### config.mk
export PLATFORM = sky130hd
export DESIGN_NAME = tone_period_meter
export DESIGN_NICKNAME = d
export VERILOG_FILES = /design/src/rtl/tone_pkg.sv /design/src/rtl/note_classifier.sv /design/src/rtl/tone_period_meter.sv
export SDC_FILE = /design/constraint.sdc
export NUM_CORES = 1
export LEC_CHECK = 0
export ABC_AREA = 1
export ABC_CLOCK_PERIOD_IN_PS = 4000
export CORE_ASPECT_RATIO = 0.7
export CORE_MARGIN = 5
export CORE_UTILIZATION = 30
export DETAILED_ROUTE_END_ITERATION = 10
export HOLD_SLACK_MARGIN = 0.02
export SLEW_MARGIN = 20
export SYNTH_ARGS = -nofsm -noshare
export SYNTH_HDL_FRONTEND = slang
export SYNTH_SLANG_ARGS = --single-unit
export TNS_END_PERCENT = 10
### constraint.sdc
create_clock -name clk -period 4 [get_ports clk]
set_clock_uncertainty 0.1 [all_clocks]
set_input_delay 0.4 -clock clk [delete_from_list [all_inputs] [get_ports clk]]
set_output_delay 0.4 -clock clk [all_outputs]
set_load 0.01 [all_outputs]
### src/rtl/tone_pkg.sv
// Shared definitions for the tone period meter: note table and FSM encoding.
package tone_pkg;

    localparam int N_NOTES = 8;
    localparam int NOTE_W  = 17;

    // Reference periods in clk cycles at 25 MHz: A4 B4 C5 D5 E5 F5 G5 A5
    localparam logic [NOTE_W-1:0] NOTE_PERIOD [N_NOTES] = '{
        17'd56818, 17'd50619, 17'd47778, 17'd42565,
        17'd37922, 17'd35793, 17'd31888, 17'd28409
    };

    typedef enum logic {
        ST_IDLE    = 1'b0,
        ST_MEASURE = 1'b1
    } state_e;

endpackage

### src/rtl/note_classifier.sv
// Combinational match of a measured period against the note table.
module note_classifier
    import tone_pkg::*;
#(
    parameter int CNT_W = 17,
    parameter int TOL   = 256
) (
    input  logic [CNT_W-1:0] period_in,
    output logic             note_hit,
    output logic [2:0]       note_idx
);

    function automatic logic [CNT_W:0] abs_diff(input logic [CNT_W:0] a, input logic [CNT_W:0] b);
        return (a >= b) ? (a - b) : (b - a);
    endfunction

    // Scan from the top so the lowest matching index is the one left standing.
    always_comb begin
        note_hit = 1'b0;
        note_idx = 3'd0;
        for (int i = N_NOTES - 1; i >= 0; i--) begin
            if (abs_diff({1'b0, period_in}, (CNT_W+1)'(NOTE_PERIOD[i])) <= (CNT_W+1)'(TOL)) begin
                note_hit = 1'b1;
                note_idx = 3'(i);
            end
        end
    end

endmodule

### src/rtl/tone_period_meter.sv
// Measures rising-edge spacing of a square-wave tone and classifies it
// against the note table; flags silence after a period of no accepted edges.
module tone_period_meter
    import tone_pkg::*;
#(
    parameter int CNT_W      = 17,
    parameter int MIN_PERIOD = 1024,
    parameter int TIMEOUT    = 131071,
    parameter int TOL        = 256
) (
    input  logic             clk,
    input  logic             rst,
    input  logic             tone_in,
    output logic [CNT_W-1:0] period,
    output logic             period_valid,
    output logic [2:0]       note_idx,
    output logic             note_hit,
    output logic             silent
);

    logic             s1_q, s2_q, s3_q;
    logic             rise;
    state_e           state_q, state_d;
    logic [CNT_W-1:0] cnt_q, cnt_d;
    logic [CNT_W-1:0] period_q, period_d;
    logic             period_valid_q, period_valid_d;
    logic [2:0]       note_idx_q, note_idx_d;
    logic             note_hit_q, note_hit_d;
    logic             silent_q, silent_d;
    logic             cls_hit;
    logic [2:0]       cls_idx;

    note_classifier #(
        .CNT_W (CNT_W),
        .TOL   (TOL)
    ) u_classifier (
        .period_in (cnt_q),
        .note_hit  (cls_hit),
        .note_idx  (cls_idx)
    );

    assign rise = s2_q & ~s3_q;

    // Two-flop synchronizer plus a delay flop for rising-edge detection.
    always_ff @(posedge clk or posedge rst) begin
        if (rst) begin
            s1_q <= 1'b0;
            s2_q <= 1'b0;
            s3_q <= 1'b0;
        end else begin
            s1_q <= tone_in;
            s2_q <= s1_q;
            s3_q <= s2_q;
        end
    end

    // Next-state: arm on first edge, accept spaced edges, drop to silence on timeout.
    always_comb begin
        state_d        = state_q;
        cnt_d          = cnt_q;
        period_d       = period_q;
        period_valid_d = 1'b0;
        note_idx_d     = note_idx_q;
        note_hit_d     = note_hit_q;
        silent_d       = silent_q;
        case (state_q)
            ST_IDLE: begin
                if (rise) begin
                    state_d = ST_MEASURE;
                    cnt_d   = CNT_W'(1);
                end
            end
            ST_MEASURE: begin
                // A too-close edge is a glitch: it falls through and counting continues.
                if (rise && (cnt_q >= CNT_W'(MIN_PERIOD))) begin
                    period_d       = cnt_q;
                    note_idx_d     = cls_idx;
                    note_hit_d     = cls_hit;
                    period_valid_d = 1'b1;
                    silent_d       = 1'b0;
                    cnt_d          = CNT_W'(1);
                end else if (cnt_q == CNT_W'(TIMEOUT)) begin
                    state_d  = ST_IDLE;
                    silent_d = 1'b1;
                end else begin
                    cnt_d = cnt_q + CNT_W'(1);
                end
            end
            default: state_d = ST_IDLE;
        endcase
    end

    // State, counter and registered outputs.
    always_ff @(posedge clk or posedge rst) begin
        if (rst) begin
            state_q        <= ST_IDLE;
            cnt_q          <= '0;
            period_q       <= '0;
            period_valid_q <= 1'b0;
            note_idx_q     <= 3'd0;
            note_hit_q     <= 1'b0;
            silent_q       <= 1'b1;
        end else begin
            state_q        <= state_d;
            cnt_q          <= cnt_d;
            period_q       <= period_d;
            period_valid_q <= period_valid_d;
            note_idx_q     <= note_idx_d;
            note_hit_q     <= note_hit_d;
            silent_q       <= silent_d;
        end
    end

    assign period       = period_q;
    assign period_valid = period_valid_q;
    assign note_idx     = note_idx_q;
    assign note_hit     = note_hit_q;
    assign silent       = silent_q;

endmodule

# Word-level counts from Yosys, hierarchy flattened
# Cells that the tools add are included.
# totals
register_bits	44
latchBits	0
ramBits	0
romBits	0
mem_count	0
# classes
n_addsub	17
n_mul	0
div	0
magnitude_cmp	17
eq_ne	3
shifts	0
n_mux	36
n_bitwise	3
n_reduce_logical	5
# op_table
cell	n
less-or-equal comparator 18 x 9 -> 1 bit, second input constant	8
two-way mux 18 bit	8
subtractor 16 x 17 -> 18 bit, first input constant	6
subtractor 17 x 16 -> 18 bit, second input constant	6
>= comparator 17 x 16 -> 1 bit, second input constant	6
two-way mux 17 bit	3
subtractor 15 x 17 -> 18 bit, first input constant	2
subtractor 17 x 15 -> 18 bit, second input constant	2
>= comparator 17 x 15 -> 1 bit, second input constant	2
one-hot mux 17 bit (2 select lines)	1
two-way mux 3 bit	8
adder 17 x 1 -> 17 bit, second input constant	1
== test 17 bit, second input constant	1
>= comparator 17 x 11 -> 1 bit, second input constant	1
two-way mux 1 bit	15
AND reduction 2 bit	3
inequality test 3 bit, second input constant	1
inequality test 2 bit, second input constant	1
inverter 1 bit	2
one-hot mux 1 bit (2 select lines)	1
nonzero test 2 bit	1
AND 1 bit	1
logical AND 1 bit	1

# Depth between registers and ports, before layout
# depth
word_depth	11
mapped_depth	23
mapped_depth_nobuf	22

# Cells and area by module
# From an unflattened synthesis, not the netlist that was laid out.
# hier_totals
cells_unflattened	1984
area_unflattened_um2	9922.0
# modules_own_cells
mod	instances	cells_each	area_per_inst_um2	seq_area_each_um2
note_classifier	1	1739	7893.8	0.0
tone_period_meter	1	245	2028.2	1102.3

# Least setup slack after synthesis
# No wires, ideal clock.
# synth_timing
path_type	reg2reg
start	register cnt_q[5]
end	register note_idx_q[1], in the netlist note_idx[1]
t_arrival_ps	2710
setup_slack_ps	1067
path_stages_with_launch	23
path_buffers	3
period_less_slack_ps	2933
path_cell_list	dfrtp_1 buf_2 inv_1 buf_1 ha_1 nand2_1 inv_1 nand2_1 nand2_1 nand3_1 nand2_2 nand2_4 nand2_4 buf_6 nand2_1 o21ai_1 inv_1 nand4_1 nor2_1 nand2_1 nand2_1 o21ai_0 nand2_1
# synth_via
elab_chain_cells	11
# synth_rtl
item	line_no	text
start, declared	tone_period_meter.sv:24	logic [CNT_W-1:0] cnt_q, cnt_d;
start signal, assigned	tone_period_meter.sv:105	cnt_q <= cnt_d;
subtractor 15 x 17 -> 18 bit, or another cell as far along	note_classifier.sv:14	return (a >= b) ? (a - b) : (b - a);
two-way mux 18 bit	note_classifier.sv:14	
less-or-equal comparator 18 x 9 -> 1 bit	note_classifier.sv:22	if (abs_diff({1'b0, period_in}, (CNT_W+1)'(NOTE_PERIOD[i])) <= (CNT_W+1)'(TOL)) begin
two-way mux 3 bit (8 in series)	note_classifier.sv:22	
end signal, assigned	tone_period_meter.sv:108	note_idx_q <= note_idx_d;
end, declared	tone_period_meter.sv:27	logic [2:0] note_idx_q, note_idx_d;
# Parallel ways exist; a longest one is shown, timed or not.
# A chain may end at the register's enable or synchronous reset.

# Final worst setup path
# layout_timing
start	register cnt_q[2]
end	register note_idx_q[0], in the netlist note_idx[0]
# Same word-level chain as after synthesis.

==> metrics.csv <==
stage;metric;value;unit
global_routing;vias in the first global route;12770;
clocking;H-tree Lvls;2;
drt;vias;14170;
logic_synthesis;top-area cell type share of the netlist area;33.36;%
clocking;CTS sink count;44;
place;Place WS;0.6299;ns
logic_synthesis;Cells after Synth;1981;
logic_synthesis;FF+latch count, synth;44;
critical_path;slowest stage delay, CP;0.61;ns
logic_synthesis;number of synthesized flops with an enable pin;0;
timing;Final period util;88.63;%
logic_synthesis;Post-Syn Nets;2007;
place;port bufs;25;
die;core box area;33210;µm²
timing;Worst slew margin;41.10;%
clocking;Root Buffer;clkbuf_16;
logic_synthesis;ys async rst share;100.0;%
cells_and_area;nets;2090;
clocking;CTS resizes;0;
global_routing;initial antenna violation count;1;
timing;unrepaired setup endpoints after global routing;false;
logic_synthesis;Syn Area/Cell;5.061;µm²
critical_path;CP max-delay cell;nor2_1;
global_routing;total grt overflow;0;
clocking;Clock Tree Buf Depth;2;
global_routing;total track usage;33.32;%
timing;setup tns final;0;ns
critical_path;CP Cell Sequence;inv_1 > ha_1 > buf_4 > nand2_1 > nand2_1 > nand2_1 > nand4_2 > inv_1 > nor2_1 > nand2_1 > nand2_1 > nand2_1 > inv_1 > nand2_1 > nor2_1 > nand3_1 > nand2_1 > nand2_1 > nand3_1 > nand2_1 > nand2_1;
pwr;power consumption;3.224;mW
timing;Final Hold Viols;0;
global_routing;first-pass GRT wire length;91600;µm
drt;antenna viol nets, final;0;
drt;DRT iter0 DRCs;2124;
critical_path;kind of critical path;reg -> reg;
place;GPL Wtd Cong;1.130;
clocking;CTS buffer count;5;
global_routing;pin count of the biggest net entering global routing;45;
clocking;latest clock arrival within the worst-skew pair;0.31;ns
logic_synthesis;most common cell in the netlist;nand2_1;
critical_path;most used cell, CP;nand2_1;
timing;max-slew violation count;0;
clocking;Clock Pin Slew Worst Setup and Hold Paths;0.08;ns
cells_and_area;share of layout cells above drive strength 1;10.36;%
timing;Final WS setup;0.4547;ns
place;DPL Wire Length;51220;µm
die;DIE WIDTH;228.5;µm
die;# IOs;26;
logic_synthesis;most common library cells after synthesis;891 x nand2_1, 217 x nor2_1, 202 x nand3_1;
critical_path;crit start category;flip-flop;
drt;vias per cell;5.666;
critical_path;crit path DAT;3.70;ns
logic_synthesis;sequential-to-total area share from yosys stat;10.99;%
clocking;CTS tree;built;
drt;Wirelength per Cell;25.59;µm
outcome;status;complete, no violations;
die;die area;37230;µm²
logic_synthesis;Ys Warns;0;
clocking;number of buffers added for setup after CTS;0;
drt;final wirelength;63980;µm
cells_and_area;antenna cells;0;
drt;Residual DRC;0;
pwr;Peak VDD IR;222.9;µV
critical_path;CP bufs+invs;4;
critical_path;Crit path max-delay family;simple AND/OR/NAND/NOR gates;
die;FP Rows;56;
pwr;LEAKAGE;6.353;nW
timing;Hold Slack;0.2548;ns
logic_synthesis;synth top area cells;nand2_1 33%, dfrtp_1 11%, nand3_1 10%, nor2_1 8.1%, xor2_1 7.0%;
critical_path;CP Data Required Time;4.15;ns
drt;Pre-antenna DRT Iters;6;
logic_synthesis;Main synth FF type;dfrtp_1;
logic_synthesis;Synth cell types;49;
logic_synthesis;top cell type by total area after synthesis;nand2_1;
timing;Period minus WS final;3.545;ns
job;Max Cap Viol;0;
critical_path;r2r setup slk;0.45;ns
die;Die H;163.0;µm
cells_and_area;area grow syn2layout;15.27;%
die;Initial Util;30.19;%
critical_path;CP Capture Type;flip-flop;
logic_synthesis;Mapped Area;10030;µm²
clocking;hold-fix buffers at CTS;0;
timing;Least-Margin Pin Slew;0.8835;ns
pwr;Pwr Density;279.0;nW/µm²
timing;final setup fails;0;
critical_path;CP Max Fanout;11;
min_path;worst hold-check path type;reg -> reg;
timing;f_max;282.1;MHz
[metal layers]
metal | track usage, % | vias to the layer above | part of all wire (%)
met5 | 0 | - | 0.020
met4 | 11.32 | 2 | 4.4
met3 | 8.261 | 167 | 13
met2 | 46.05 | 1027 | 37
met1 | 49.80 | 6571 | 45
li1 | - | 6398 | -
[final timing paths]
| check | startpoint | to | cells after the start |
|---|---|---|---|
| max in group asynchronous | rst | period[15]$_DFFE_PP0P_ | 2 |
| hold / removal | s1_q$_DFF_PP0_ | s2_q$_DFF_PP0_ | 0 |
| hold reg to reg | s1_q$_DFF_PP0_ | s2_q$_DFF_PP0_ | 0 |
| setup / recovery | cnt_q[2]$_DFFE_PP0P_ | note_idx[0]$_DFFE_PP0P_ | 21 |
| min in group asynchronous | rst | s2_q$_DFF_PP0_ | 2 |
| setup reg to reg | cnt_q[2]$_DFFE_PP0P_ | note_idx[0]$_DFFE_PP0P_ | 21 |
[layout make-up]
cell class                 instances  area, µm²
fill                            3914      21650
multi-input combinational       1681       7781
timing repair buffer             164       1331
sequential                        44       1102
inverter                         168      634.4
tap                              435      544.3
clock buffer                       6      128.9
clock inverter                     2      35.03
[worst reg2reg max path: cells and delay by family (launching register included)]
| family | cells | cell delay (ns) |
|---|---|---|
| AND/OR/NAND/NOR | 16 | 2.16 |
| flip-flops | 1 | 0.38 |
| adder cells (fa/ha/maj) | 1 | 0.23 |
| buffers and inverters | 4 | 0.64 |
[cell usage in the layout (no fill, tap or decap), types with 3 or more instances in the layout]
master           Yosys  layout
a21oi_1             54      54
a21oi_2              4       4
a31oi_1              4       4
buf_12               0       3
buf_4               18     136
clkbuf_16            0       5
clkdlybuf4s50_1      0      25
dfrtp_1             43      43
ha_1                23      23
inv_1              151     150
inv_2               15      15
nand2_1            891     891
nand2_2             13      13
nand2_4              5       5
nand3_1            202     202
nand3b_1             5       5
nand4_1             30      30
nor2_1             217     217
nor2_2              12      12
nor2_4               5       5
nor3_1              13      13
nor3b_1              3       3
o211ai_1             7       7
o21ai_0             82      82
o22ai_1              3       3
or2_2                3       3
xor2_1              80      80
[power by group]
part,switching [mW],internal (mW)
logic,1.63,0.598
clock network,0.200,0.295
registers,0.0349,0.472
total,1.86,1.36
[cell families (layout without fill, tap and decap cells)]
group | count (synthesis) | in the layout | share of synthesized area, %
compound gates | 167 | 167 | 9.148
xor+xnor | 81 | 81 | 7.076
buf+inv | 256 | 340 | 11.39
mux | 1 | 1 | 0.09984
flops | 44 | 44 | 10.99
fa+ha+maj | 23 | 23 | 2.870
simple gates | 1409 | 1409 | 58.42
[stage by stage]
stage,std cells,cell area [µm²],util [%]
after floorplan,1981,10030,-
after global placement,2492,11390,34.30
after detailed placement,2492,11390,34.30
after CTS,2500,11560,34.80
after global routing,2500,11560,34.80
final,2500,11560,34.80
Note: power is estimated with default switching activity, not from simulation.
